## src/rtl/dot_vector_feeder.sv

```systemverilog
// -----------------------------------------------------------------------------
// dot_vector_feeder
//
// Streaming front end for the combinational scalar_product datapath. Operand
// pairs (a_i, b_i) arrive one per beat over a valid/ready handshake and are
// packed into flat vectors out_A/out_B (element i at [i*Nbits +: Nbits], the
// first accepted element in slot 0). Each complete vector pair is held in a
// registered valid/ready output stage. While the consumer holds the current
// vector, the assembly registers keep filling the next one.
//
// Parameters
//   Nbits  width of one element in bits
//   Ndata  elements per vector (must be >= 2)
//
// Ports
//   clk        rising-edge clock
//   rst_n      asynchronous active-low reset
//   in_valid   element pair on in_a/in_b is valid
//   in_ready   element pair is accepted this cycle (never depends on in_valid)
//   in_a       element of vector A
//   in_b       element of vector B
//   out_valid  out_A/out_B hold a complete vector pair
//   out_ready  consumer takes the vector pair this cycle
//   out_A      packed vector A
//   out_B      packed vector B
//
// Optional build macro: FEEDER_LAST_CHECK_EN
//   Adds in_last (closes a vector early, remaining slots zero-padded) and
//   err_last (sticky flag set when the Ndata-th element lacks in_last).
// -----------------------------------------------------------------------------
module dot_vector_feeder #(
  parameter int Nbits = 4,
  parameter int Ndata = 4
) (
  input  logic                   clk,
  input  logic                   rst_n,
  input  logic                   in_valid,
  output logic                   in_ready,
  input  logic [Nbits-1:0]       in_a,
  input  logic [Nbits-1:0]       in_b,
`ifdef FEEDER_LAST_CHECK_EN
  input  logic                   in_last,
  output logic                   err_last,
`endif
  output logic                   out_valid,
  input  logic                   out_ready,
  output logic [Ndata*Nbits-1:0] out_A,
  output logic [Ndata*Nbits-1:0] out_B
);

  localparam int            CW       = $clog2(Ndata);
  localparam int            VW       = Ndata * Nbits;
  localparam logic [CW-1:0] CNT_LAST = CW'(Ndata - 1);

  // Element index of the next accepted pair.
  logic [CW-1:0] cnt;

  // Partially assembled vectors. Only slots 0..Ndata-2 are ever written; the
  // last element goes straight from in_a/in_b into the output register.
  logic [VW-1:0] asm_a;
  logic [VW-1:0] asm_b;

  // Complete vector as it would be loaded on a closing transfer.
  logic [VW-1:0] pack_a;
  logic [VW-1:0] pack_b;

  logic at_last;      // next element is the final slot
  logic out_blocked;  // output holds a vector the consumer is not taking
  logic close;        // an input transfer now would complete the vector
  logic in_fire;
  logic out_fire;

  assign at_last     = (cnt == CNT_LAST);
  assign out_blocked = out_valid && !out_ready;

  // in_ready is gated by rst_n so the source sees no acceptance while the
  // block is held in reset; otherwise it depends on registered state and
  // out_ready only.
`ifdef FEEDER_LAST_CHECK_EN
  // Any element may close a vector, so every transfer needs a free output.
  assign in_ready = rst_n && !out_blocked;
  assign close    = at_last || in_last;
`else
  // Only the final element needs room in the output register; earlier
  // elements land in the assembly registers and are always accepted.
  assign in_ready = rst_n && !(at_last && out_blocked);
  assign close    = at_last;
`endif

  assign in_fire  = in_valid && in_ready;
  assign out_fire = out_valid && out_ready;

  // Build the outgoing vector: slots below cnt come from the assembly
  // registers, slot cnt is the incoming element, slots above are zero. Stale
  // data left above cnt from an earlier vector is therefore never emitted,
  // which is what makes early close zero-padded without clearing asm_*.
  // NOTE: every signal assigned in always_comb gets a default first, so no
  // path leaves it unassigned and no latch is inferred.
  always_comb begin
    pack_a = '0;
    pack_b = '0;
    for (int i = 0; i < Ndata; i++) begin
      if (CW'(i) == cnt) begin
        pack_a[i*Nbits +: Nbits] = in_a;
        pack_b[i*Nbits +: Nbits] = in_b;
      end else if (CW'(i) < cnt) begin
        pack_a[i*Nbits +: Nbits] = asm_a[i*Nbits +: Nbits];
        pack_b[i*Nbits +: Nbits] = asm_b[i*Nbits +: Nbits];
      end
    end
  end

  // Element counter and assembly registers.
  // NOTE: sequential state is written with non-blocking assignments so every
  // register samples pre-edge values, independent of statement order.
  // NOTE: the assembly registers are plain flops, not a RAM, and are cleared
  // on reset so a partially assembled vector cannot leak out afterwards.
  always_ff @(posedge clk or negedge rst_n) begin
    if (!rst_n) begin
      cnt   <= '0;
      asm_a <= '0;
      asm_b <= '0;
    end else if (in_fire) begin
      if (close) begin
        cnt <= '0;
      end else begin
        asm_a[cnt*Nbits +: Nbits] <= in_a;
        asm_b[cnt*Nbits +: Nbits] <= in_b;
        cnt                       <= cnt + CW'(1);
      end
    end
  end

  // Registered output stage. A closing transfer always reloads; this also
  // covers the simultaneous load-and-take case, where out_valid stays high
  // and vectors flow back to back. A take without a reload empties the stage
  // but leaves the data bits untouched.
  always_ff @(posedge clk or negedge rst_n) begin
    if (!rst_n) begin
      out_A     <= '0;
      out_B     <= '0;
      out_valid <= 1'b0;
    end else if (in_fire && close) begin
      out_A     <= pack_a;
      out_B     <= pack_b;
      out_valid <= 1'b1;
    end else if (out_fire) begin
      out_valid <= 1'b0;
    end
  end

`ifdef FEEDER_LAST_CHECK_EN
  // Sticky framing error: the vector filled up without in_last on its final
  // element. The vector itself is still emitted normally.
  always_ff @(posedge clk or negedge rst_n) begin
    if (!rst_n) begin
      err_last <= 1'b0;
    end else if (in_fire && at_last && !in_last) begin
      err_last <= 1'b1;
    end
  end
`endif

endmodule

```

## config.mk

```make
export PLATFORM = sky130hd
export DESIGN_NAME = dot_vector_feeder
export DESIGN_NICKNAME = d
export VERILOG_FILES = /design/src/rtl/dot_vector_feeder.sv
export SDC_FILE = /design/constraint.sdc
export NUM_CORES = 1
export LEC_CHECK = 0
export ABC_AREA = 0
export CORE_ASPECT_RATIO = 2
export CORE_MARGIN = 1.5
export CORE_UTILIZATION = 47
export DETAILED_ROUTE_END_ITERATION = 7
export PLACE_DENSITY = 0.75
export SLEW_MARGIN = 10
export SYNTH_ARGS = -nofsm -noshare
export SYNTH_HDL_FRONTEND = slang
export SYNTH_SLANG_ARGS = --single-unit
```

## constraint.sdc

```tcl
create_clock -name clk -period 1.97 [get_ports clk]
set_input_delay 0.2955 -clock clk [delete_from_list [all_inputs] [get_ports clk]]
set_output_delay 0.2955 -clock clk [all_outputs]
set_load 0.02 [all_outputs]
```

==> reports/summary.log, run 1 <==
qor: min_path.timing.hold.worst.class primary input to asynchronous set/reset pin
qor: logic_synthesis.synth.ff_latch_count 59
qor: timing.finalHoldViolCount 0
qor: timing.setup-violations-final 0
qor: timing.min_period_over_period 0.941
qor: logic_synthesis.mapped_area 2640 µm²
qor: logic_synthesis.synthSimpleGateAreaFrac 0.0734
qor: setup_path.worst_setup_path_end_kind output port
qor: logic_synthesis.synth_xor_xnor_area_share 0
qor: grt.grt.met2_usage 0.355
qor: placed_design.hpwlAfterDp 3.99 mm
qor: timing.fin_skew 11.4 ps
qor: floorplan.fp-row-count 38
qor: placed_design.globalplace.congestion 0.822
qor: logic_synthesis.largest_cells_by_area_after_synthesis dfrtp_1, mux2_2, a22o_1
qor: floorplan.fp.dieArea 6110 µm²
qor: timing.timing.setup.tns 0 ps
qor: setup_path.worstSetupPathType flip-flop to output port
qor: logic_synthesis.post-synth-top-area-cell dfrtp_1
qor: power_and_ir_drop.pwr_density_cell 1530 nW/µm²
qor: grt.overflow 0
qor: status.status finished, final reports clean
qor: route.vias_per_cell 5.74
qor: setup_path.critical_path.slowest_cell dfrtp_1
qor: setup_path.cp_max_fo 7
qor: logic_synthesis.yosys-top-cells-count dfrtp_1, a22o_1, mux2_2, ha_1
qor: layout.diodes 0
qor: timing.drv_slew 0
qor: grt.initial_antenna_violation_count 0
qor: logic_synthesis.ys.warnings.count 0
qor: grt.grt_use_met3 0.0368
qor: route.detailedRoute.firstPassIterationCount 4
qor: route.post_route_drc_violation_count 0
qor: grt.pin_count_of_the_biggest_net_entering_global_routing 29
qor: clocking.cts_root_buffer clkbuf_8
qor: setup_path.regToRegSetupSlack 170 ps
qor: setup_path.worst_r2r_endpoint asm_a[9]
qor: logic_synthesis.syn-mean-instance-area 14.6 µm²
qor: power_and_ir_drop.vdd_ir_drop_max 0.00104 V
qor: clocking.cts_inserted_buffers 9
qor: timing.max_freq 0.539 GHz
qor: timing.transition_time_at_the_pin_with_the_least_slew_margin 486 ps
qor: layout.area_delta_synth_final 31.4%
qor: clocking.cts-root-to-sink-buffers 2
qor: logic_synthesis.synth-edff-count 0
qor: timing.slew-limit-headroom 0.675
qor: floorplan.die_height 109 µm
qor: layout.fillers 440
qor: route.detail_route.wirelength 5.52 mm
qor: route.ant_nets 0
qor: clocking.cts_htree_levels 3
qor: placed_design.port_buffers 45
qor: power_and_ir_drop.p_leak 1.65 nW
qor: logic_synthesis.synth_top_family_by_area multiplexers
qor: logic_synthesis.synth_largest_type_area_fraction 0.558
qor: clocking.cts.repair_timing.setup_buffer_count 0
qor: job.drv.max_cap_violation_count 0
qor: logic_synthesis.synth.lib_cells_used.distinct 23
qor: route.vias 1,790
qor: logic_synthesis.synth_adder_area_share 0.0379
qor: logic_synthesis.synth_cells 181
qor: grt.grt_pass1_vias 1,827
qor: logic_synthesis.synth_compound_gate_area_share 0.137
qor: clocking.tritoncts_num_sinks 59
qor: grt.grt_util_all_layers 0.200
qor: grt.gr-max-usage-layer met2
qor: clocking.cts_tree built
qor: setup_path.rr_startpoint cnt[1]
qor: route.iter_0_drt_violations 53
qor: setup_path.worst-r2r-cell-count 6
qor: setup_path.worst_path_largest_cell_delay 430 ps
qor: logic_synthesis.muxShareOfSynthArea 0.175
qor: power_and_ir_drop.total_power 5.30 mW
qor: setup_path.worstSetupStartpointType flip-flop
qor: timing.post-route-min-period 1850 ps
qor: logic_synthesis.yosys.cell_count.top_type dfrtp_1
qor: setup_path.timing.critical_path.cells ha_1, a21boi_0, dlygate4sd2_1
qor: route.wl_per_cell 17.7 µm
qor: logic_synthesis.seq_area_frac_synth 0.558
qor: setup_path.arrival 1560 ps
qor: clocking.clock_insertion_delay_worst_skew 330 ps
qor: logic_synthesis.synth-main-ff-cell dfrtp_1
qor: floorplan.pin_count 46
qor: floorplan.floorplan.core_area 5420 µm²
qor: clocking.worst_setup_hold_path_clk_slew 70 ps
qor: logic_synthesis.async_reset_ff_frac 1.00
qor: logic_synthesis.synth.net_count 201
qor: grt.grt_pass1_wl 9.05 mm
qor: floorplan.die_w 56.0 µm
qor: setup_path.cp_data_required_time 1670 ps
qor: floorplan.start_util 0.488
qor: layout.final_nets 267
qor: layout.drive_gt1_frac 0.306
qor: grt.global_route.usage.met1 0.221
qor: timing.rsz0062_at_grt false
## metal layers
| layer | share of wire | up-vias |
|---|---|---|
| met1 | 0.38 | 923 |
| met2 | 0.57 | 40 |
| met5 | 0 | - |
| met4 | 0.026 | 0 |
| li1 | - | 814 |
| met3 | 0.029 | 13 |
## critical path, delay by kind of cell (launching register included)
| kind | cells | cell delay (ps) |
|---|---|---|
| adder cells (fa/ha/maj) | 1 | 280 |
| buffers and inverters | 1 | 350 |
| flip-flops | 1 | 430 |
| AO/OA/AOI/OAI | 1 | 170 |
## metrics by stage
step	instance area, µm²	utilization	setup WS, ps	hold slack, ps	std cells
after floorplan	2640	-	119	-0.0911	181
after global placement	3260	0.601	68.2	252	295
after detailed placement	3260	0.601	53.9	248	295
after CTS	3470	0.641	87.0	447	312
after global routing	3470	0.641	23.8	452	312
final	3470	0.641	116	451	312
## repair_timing
item | 4_1_cts | 5_1_grt
endpoints found under the setup margin | 1 | 0
resized for setup | 1 | 0
hold endpoints to repair | 4 | 0
hold buffers | 1 | 0
## registers in the layout, summed over array words and instances (netlist names)
register,cells
asm_b,12
asm_a,12
out_A,16
cnt,2
out_valid,1
out_B,16
## cells by family (layout without fill, tap and decap cells)
group,count (synthesis),in the layout
flip-flops,59,59
AO/OA/AOI/OAI,43,43
multiplexers,41,41
AND/OR/NAND/NOR,19,19
buffers and inverters,11,82
adder cells (fa/ha/maj),8,8
## worst max path at each step
stage / slack, ps / endpoint / depth (start not counted) / start
2_1_floorplan: 120 / asm_a[10] / 6 / cnt[0]
3_3_place_gp: 70 / in_ready / 4 / out_ready
3_5_place_dp: 50 / in_ready / 4 / out_ready
4_1_cts: 90 / in_ready / 3 / cnt[1]
5_1_grt: 20 / in_ready / 3 / cnt[0]
6_report: 120 / in_ready / 3 / cnt[1]
## cells in the final DEF, fill, tap and decap left out, drive strengths merged
cell and count:
a21boi 1, a21oi 1, a22o 38, buf 19
bufinv 2, clkbuf 10, clkdlybuf4s50 43, clkinv 4
dfrtp 59, dlygate4sd2 1, dlygate4sd3 1, ha 8
inv 2, mux2 41, nand2 6, nand2b 2
nand4 1, nand4b 3, nor2b 3, nor3 1
nor4 2, nor4b 1, o21ai 2, o21bai 1
## layout make-up
cell class / instances / area (µm²) / area share
tap: 60 / 75.1 / 0.0216
clock buffer: 10 / 128 / 0.0367
clock inverter: 6 / 80.1 / 0.0230
sequential: 59 / 1480 / 0.425
timing repair buffer: 64 / 589 / 0.170
inverter: 2 / 7.51 / 0.00216
multi-input combinational: 111 / 1120 / 0.322
## where the power goes
part	internal, mW	switching (mW)	leakage (nW)	total [mW]
combinational	1.18	1.03	0.750	2.21
clock	0.703	0.450	0.110	1.15
sequential	1.68	0.262	0.787	1.94
No activity file was read; power rests on OpenSTA's default activity.
==> inputs of run 2 (changes only) <==
Settings changed: CORE_UTILIZATION 47 to 52, CTS_CLUSTER_SIZE set to 12, PLACE_DENSITY 0.75 to 0.79.
Clock period 1.97 ns to 1.8 ns, I/O delays scaled along.
==> run 2 against run 1 <==
Hold slack worse by 160 ps. Sequential share of layout area is 0.86 points lower. Clock skew is 8.4 ps lower. First-iteration DRC count is 19% lower. Clock power hardly changed. Register-to-register slack worse by 80 ps. Utilization is 8.9 points higher. Critical path depth is 3 higher. Cell count is 1.9% higher. Non-clock buffer count is 9 higher. Combinational power is 18% higher. Critical path type is now flip-flop to flip-flop. Largest power group unchanged. Highest routed layer unchanged.
==> reports/summary.log, run 2 (synthesis results as in run 1) <==
qor: setup_path.critPathTopFamily simple AND/OR/NAND/NOR gates
qor: placed_design.placed_area 3340 µm² [+2.5%]
qor: timing.transition_time_at_the_pin_with_the_least_slew_margin 525 ps [+38.6 ps]
qor: layout.final_nets 276 [+3.4%]
qor: route.detail_route.wirelength 6.21 mm [+13%]
qor: timing.slew-limit-headroom 0.650 [-0.0258]
qor: setup_path.cp.buffers_inverters 2 [+1]
qor: setup_path.critical_path.startpoint cnt[1]
qor: status.status finished, final reports clean
qor: setup_path.arrival 1990 ps [+430 ps]
qor: grt.grt_pass1_wl 10.2 mm [+13%]
qor: setup_path.cp_depth 6 [+3]
qor: floorplan.die_w 53.4 µm [-4.7%]
qor: layout.area_delta_synth_final 34.3%
qor: clocking.cts_htree_levels 3 [unchanged]
qor: route.detailedRoute.firstPassIterationCount 4 [unchanged]
qor: timing.setup-violations-final 0 [unchanged]
qor: timing.fin_skew 3.08 ps [-8.37 ps]
qor: grt.grt_util_all_layers 0.258 [+0.0581]
qor: setup_path.critical_path.slowest_cell dfrtp_1
qor: layout.footprint_of_the_multi_input_gates 1120 µm² [+0.45%]
qor: clocking.cts-root-to-sink-buffers 2 [unchanged]
qor: clocking.worst_setup_hold_path_clk_slew 60 ps [about the same]
qor: setup_path.timing.critical_path.cells inv_1, ha_1, nand2b_2, nor4_4, buf_4, a22o_1
qor: clocking.tritoncts_num_sinks 59 [unchanged]
qor: layout.fillers 335 [-24%]
qor: setup_path.worst_path_largest_cell_delay 420 ps [about the same]
qor: setup_path.regToRegSetupSlack 90 ps [-80 ps]
qor: floorplan.start_util 0.543 [+0.0557]
qor: timing.finalHoldWorstSlack 296 ps [-155 ps]
qor: floorplan.die_height 104 µm [-4.8%]
qor: setup_path.worst_setup_path_end_kind flip-flop
qor: placed_design.globalplace.congestion 0.866 [+5.4%]
qor: layout.most_common_cell_after_layout_fill_and_taps_aside dfrtp_1
qor: route.post_route_drc_violation_count 0 [unchanged]
qor: clocking.cts_inserted_buffers 9 [unchanged]
qor: setup_path.cp_data_required_time 2080 ps [+410 ps]
qor: timing.post-route-min-period 1710 ps
qor: clocking.clock_insertion_delay_worst_skew 340 ps [about the same]
qor: min_path.timing.hold.worst.class primary input to asynchronous set/reset pin
qor: setup_path.cp_max_fo 8 [+1]
qor: grt.pin_count_of_the_biggest_net_entering_global_routing 40 [+38%]
qor: layout.ff_latch_area 1480 µm² [about the same]
qor: route.ant_nets 0 [unchanged]
qor: layout.drive_gt1_frac 0.341 [+0.0354]
qor: timing.finalHoldViolCount 0 [unchanged]
qor: layout.diodes 0 [unchanged]
qor: clocking.cts_tree built
qor: setup_path.rr_startpoint cnt[1]
qor: grt.initial_antenna_violation_count 0 [unchanged]
qor: placed_design.hpwlAfterDp 4.48 mm [+12%]
qor: route.vias 1,868 [+4.4%]
qor: layout.final_area 3550 µm² [+2.2%]
qor: floorplan.pin_count 46 [unchanged]
qor: placed_design.port_buffers 45 [unchanged]
qor: power_and_ir_drop.p_leak 1.69 nW [+2.6%]
qor: grt.grt_pass1_vias 2,058 [+13%]
qor: power_and_ir_drop.vdd_ir_drop_max 0.00125 V [+20%]
qor: timing.timing.setup.tns 0 ps [unchanged]
qor: setup_path.worstSetupStartpointType flip-flop
qor: timing.drv_slew 0 [unchanged]
qor: timing.min_period_over_period 0.950
qor: grt.overflow 0 [unchanged]
qor: route.wl_per_cell 19.5 µm [+10%]
qor: setup_path.worst-r2r-cell-count 6 [unchanged]
qor: job.drv.max_cap_violation_count 0 [unchanged]
qor: floorplan.fp-row-count 36 [-5.3%]
qor: route.iter_0_drt_violations 43 [-19%]
qor: timing.rsz0062_at_grt false
qor: route.vias_per_cell 5.87 [+2.4%]
qor: setup_path.worst_r2r_endpoint asm_b[6]
qor: floorplan.fp.dieArea 5550 µm² [-9.2%]
qor: layout.layout_top_registers out_A: 16 flops, out_B: 16 flops
qor: layout.layout.cells.most_common_list dfrtp_1, clkdlybuf4s50_1, a22o_1
qor: floorplan.floorplan.core_area 4860 µm² [-10%]
qor: power_and_ir_drop.pwr_density_cell 1660 nW/µm² [+8.5%]
qor: clocking.cts_root_buffer clkbuf_8
qor: timing.max_freq 0.585 GHz
qor: setup_path.worstSetupPathType flip-flop to flip-flop
## run 2: cell count changes in the layout (fill, tap and decap cells not counted)
| cell | before | now |
|---|---|---|
| buf_4 | 18 | 25 |
| clkbuf_8 | 9 | 13 |
| clkinv_2 | 4 | 1 |
| buf_12 | 0 | 2 |
| bufinv_16 | 2 | 0 |
| clkbuf_1 | 1 | 2 |
| clkbuf_2 | 0 | 1 |
| dfrtp_1 | 59 | 58 |
| dfrtp_2 | 0 | 1 |
| dlygate4sd2_1 | 1 | 0 |
| ha_1 | 8 | 7 |
| ha_2 | 0 | 1 |
| nand2b_1 | 2 | 1 |
| nand2b_2 | 0 | 1 |
## run 2: worst max path at each step
stage          endpoint  slack, ps
6_report       asm_b[6]         90
5_1_grt        out_A[1]          2
4_1_cts        asm_a[1]         20
3_5_place_dp   in_ready        -50
3_3_place_gp   in_ready        -40
2_1_floorplan  asm_a[0]         20
## run 2: per-layer routing
metal  track usage  part of all wire  vias to the layer above
met1         0.285              0.37                      965
li1              -                 -                      831
met5             0                 0                        -
met4         0.147             0.031                        0
met2         0.425              0.57                       56
met3        0.0648             0.036                       16
## run 2: worst reg2reg max path: stages, from the launching register on
cell and delay, ps:
dfrtp_1 420, inv_1 120, ha_1 250, nand2b_2 240, nor4_4 270, buf_4 200
a22o_1 150
## run 2: final cells by class
class / instances / area share
Sequential cell: 59 / 0.416
Multi-Input combinational cell: 111 / 0.317
Timing Repair Buffer: 73 / 0.191
Clock buffer: 15 / 0.0525
Tap cell: 57 / 0.0201
Inverter: 2 / 0.00211
Clock inverter: 1 / 0.00141
## run 2: repair_timing
item	4_1_cts	5_1_grt
hold endpoints to repair	20	0
pin swaps	0	1
gates resized for setup	1	5
endpoints found under the setup margin	1	14
buffers inserted	0	1
hold buffers	1	0
## run 2: where the power goes
part	switching (mW)	leakage, nW	internal [mW]
clock network	0.486	0.0997	0.649
registers	0.293	0.786	1.84
logic	1.22	0.804	1.39
## run 2: metrics by stage
| stage | total power [mW] | cells | setup slack, ps | util |
|---|---|---|---|---|
| floorplan | 3.56 | 181 | 17.1 | - |
| global placement | 4.61 | 300 | -39.2 | 0.687 |
| detailed placement | 4.74 | 300 | -49.8 | 0.687 |
| CTS | 5.90 | 317 | 22.1 | 0.728 |
| global route | 6.20 | 318 | 1.59 | 0.730 |
| finish | 5.88 | 318 | 89.4 | 0.730 |
==> inputs of run 3 (changes only) <==
Settings changed: ABC_AREA 0 to 1, CORE_UTILIZATION 52 to 58, PLACE_DENSITY 0.79 to 0.85.
Clock period 1.8 ns to 2 ns, I/O delays scaled along.
==> run 3 against run 2 <==
Worst setup slack better by 63 ps. Clock skew increased by 4.2 ps. Area after synthesis rose by 15%. Critical path depth down 1. First-iteration DRC count increased by 70%. Synthesized cell count increased by 110%. Die area up 3.4%. Global-route usage grew 0.54 points. Cell area is 4.6% higher. Combinational power fell by 14%. Cell count grew 54%. Wire length increased by 5.0%. Critical path type is now flip-flop to output port.
==> reports/summary.log, run 3 <==
qor: status.status finished, final reports clean
qor: logic_synthesis.synth_cells 383 [+110%]
qor: setup_path.arrival 1550 ps [-440 ps]
qor: logic_synthesis.mapped_area 3050 µm² [+15%]
qor: timing.rsz0062_at_grt false
qor: route.detail_route.wirelength 6.52 mm [+5.0%]
qor: layout.diodes 0 [unchanged]
qor: route.vias 2,505 [+34%]
qor: setup_path.worstSetupPathType flip-flop to output port
qor: setup_path.worst_path_largest_cell_delay 390 ps [-30 ps]
qor: route.ant_nets 0 [unchanged]
qor: logic_synthesis.synth.lib_cells_used.distinct 19 [-17%]
qor: timing.fin_skew 7.25 ps [+4.17 ps]
qor: logic_synthesis.post-synth-top-area-cell dfrtp_1
qor: floorplan.die_height 106 µm [+1.7%]
qor: layout.drive_gt1_frac 0.113 [-0.228]
qor: grt.overflow 0 [unchanged]
qor: clocking.cts_tree built
qor: layout.most_common_cell_after_layout_fill_and_taps_aside nand2_1
qor: layout.area_delta_synth_final 21.6%
qor: layout.fillers 403 [+20%]
qor: clocking.cts-root-to-sink-buffers 2 [unchanged]
qor: route.iter_0_drt_violations 73 [+70%]
qor: placed_design.globalplace.congestion 0.861 [-0.57%]
qor: floorplan.pin_count 46 [unchanged]
qor: route.post_route_drc_violation_count 0 [unchanged]
qor: timing.min_period_over_period 0.924
qor: placed_design.post-place-cells 476 [+59%]
qor: placed_design.hpwlAfterDp 4.76 mm [+6.1%]
qor: logic_synthesis.yosys-top-cells-count nand2_1, dfrtp_1, nor2_1, inv_1, o21ai_0
qor: logic_synthesis.seq_area_frac_synth 0.484 [-0.0748]
qor: power_and_ir_drop.vdd_ir_drop_max 0.00112 V [-10%]
qor: timing.finalHoldWorstSlack 12.5 ps [-283 ps]
qor: grt.grt_util_all_layers 0.263 [+0.00538]
qor: min_path.timing.hold.worst.class primary input to asynchronous set/reset pin
qor: logic_synthesis.synth_largest_type_area_fraction 0.484 [-0.0748]
qor: power_and_ir_drop.total_power 5.12 mW [-13%]
qor: clocking.tritoncts_num_sinks 59 [unchanged]
qor: clocking.cts_root_buffer clkbuf_8
qor: timing.max_freq 0.541 GHz
qor: setup_path.worst_setup_path_end_kind output port
qor: timing.post-route-min-period 1850 ps
qor: clocking.cts_inserted_buffers 9 [unchanged]
qor: timing.timing.setup.tns 0 ps [unchanged]
qor: grt.grt_pass1_vias 2,397 [+16%]
qor: placed_design.port_buffers 45 [unchanged]
qor: grt.pin_count_of_the_biggest_net_entering_global_routing 57 [+43%]
qor: job.drv.max_cap_violation_count 0 [unchanged]
qor: layout.layout.cells.non_filler 491 [+54%]
qor: setup_path.cp_max_fo 3 [-5]
qor: layout.final_nets 449 [+63%]
qor: clocking.clock_insertion_delay_worst_skew 350 ps [about the same]
qor: layout.layout_top_registers out_A: 16 flops, out_B: 16 flops
qor: floorplan.die_w 54.3 µm [+1.6%]
qor: route.wl_per_cell 13.3 µm [-32%]
qor: timing.setup-violations-final 0 [unchanged]
qor: clocking.worst_setup_hold_path_clk_slew 60 ps [about the same]
qor: setup_path.critical_path.slowest_cell dfrtp_1
qor: logic_synthesis.async_reset_ff_frac 1.00 [unchanged]
qor: clocking.cts_htree_levels 3 [unchanged]
qor: logic_synthesis.synth-edff-count 0 [unchanged]
qor: layout.postLayoutCoreUtil 0.729 [about the same]
qor: power_and_ir_drop.p_leak 1.93 nW [+14%]
qor: floorplan.fp.dieArea 5730 µm² [+3.4%]
qor: timing.slew-limit-headroom 0.572 [-0.0771]
qor: setup_path.worstSetupStartpointType flip-flop
qor: clocking.cts.repair_timing.setup_buffer_count 0 [unchanged]
qor: timing.drv_slew 0 [unchanged]
qor: route.vias_per_cell 5.10 [-13%]
qor: floorplan.start_util 0.600 [+0.0560]
qor: timing.transition_time_at_the_pin_with_the_least_slew_margin 641 ps [+117 ps]
qor: floorplan.fp-row-count 37 [+2.8%]
qor: power_and_ir_drop.pwr_density_cell 1380 nW/µm² [-17%]
qor: floorplan.floorplan.core_area 5090 µm² [+4.7%]
qor: timing.finalHoldViolCount 0 [unchanged]
qor: grt.grt_pass1_wl 10.7 mm [+4.9%]
qor: logic_synthesis.ys.warnings.count 0 [unchanged]
qor: layout.layout.cells.most_common_list nand2_1, dfrtp_1, nor2_1
qor: logic_synthesis.yosys.cell_count.top_type nand2_1
qor: logic_synthesis.synth.net_count 403 [+100%]
qor: route.detailedRoute.firstPassIterationCount 4 [unchanged]
qor: setup_path.timing.critical_path.cells ha_1, nand3_1, nand2_1, inv_1, dlygate4sd2_1
qor: grt.initial_antenna_violation_count 0 [unchanged]
qor: setup_path.cp_data_required_time 1700 ps [-380 ps]
qor: logic_synthesis.synth.ff_latch_count 59 [unchanged]
qor: logic_synthesis.syn-mean-instance-area 7.97 µm² [-45%]
qor: logic_synthesis.largest_cells_by_area_after_synthesis dfrtp_1, nand2_1, o21ai_2
qor: logic_synthesis.synth-main-ff-cell dfrtp_1
-- run 3: changes by cell type after synthesis, moves of 5 or more --
cell / change
nand2_1: +127
nor2_1: +49
inv_1: +41
a22o_1: -38
mux2_2: -36
o21ai_2: +23
o21ai_0: +22
o21ai_1: +11
a21oi_1: +7
buf_6: +7
mux2_1: -5
-- run 3: kinds of logic (layout without fill, tap and decap cells) --
kind of cell | after synthesis | count (layout) | share of synthesized area
and+or+nand+nor | 191 | 191 | 0.255
AOI/OAI and AO/OA | 66 | 66 | 0.136
DFF | 59 | 59 | 0.484
buffers and inverters | 59 | 109 | 0.0926
adders and majority gates | 8 | 8 | 0.0328
-- run 3: layout make-up --
| class | count | area, µm² | area share |
|---|---|---|---|
| multi-input cells | 265 | 1300 | 0.351 |
| well taps | 58 | 72.6 | 0.0195 |
| flip-flops and latches | 59 | 1480 | 0.398 |
| inverters | 42 | 158 | 0.0425 |
| clock inverters | 2 | 35.0 | 0.00944 |
| repair buffers | 52 | 509 | 0.137 |
| clock buffers | 13 | 159 | 0.0428 |
-- run 3: worst max-delay path: cells and delay by family, from the launching register on --
kind          cells  cell delay [ps]
flops             1              390
simple gates      2              180
fa+ha+maj         1              270
buf+inv           2              360
-- run 3: timing repair --
| action | CTS | global route |
|---|---|---|
| resized for setup | 1 | 0 |
| hold buffers | 0 | 0 |
| endpoints found under the setup margin | 1 | 0 |
-- run 3: per-layer routing --
layer	track usage	part of all wire	vias to the layer above
met4	0.166	0.038	0
met5	0	0	-
met1	0.296	0.38	1159
met3	0.0467	0.039	19
li1	-	-	1273
met2	0.432	0.54	54
-- run 3: path summary, 6_finish.rpt --
check	startpoint	end	slack (ps)	depth (start not counted)
min in group clk	rst_n	asm_b[2]	430	3
max in group asynchronous	rst_n	asm_b[3]	1360	2
hold / removal	rst_n	out_A[11]	10	2
hold reg to reg	out_B[10]	out_B[10]	480	2
setup reg to reg	cnt[1]	asm_b[10]	290	8
setup / recovery	cnt[0]	in_ready	150	5
-- run 3: power breakdown --
part	total [mW]	leakage [nW]	switching (mW)	internal [mW]
Combinational	2.24	1.04	1.36	0.881
Sequential	1.80	0.795	0.205	1.59
Clock	1.08	0.0995	0.447	0.635
Total	5.12	1.93	2.01	3.11
-- run 3: through the flow --
step	cell area [µm²]	setup WS, ps
2_1_floorplan	3050	244
3_3_place_gp	3520	137
3_5_place_dp	3520	102
4_1_cts	3710	142
5_1_grt	3710	89.2
6_report	3710	153
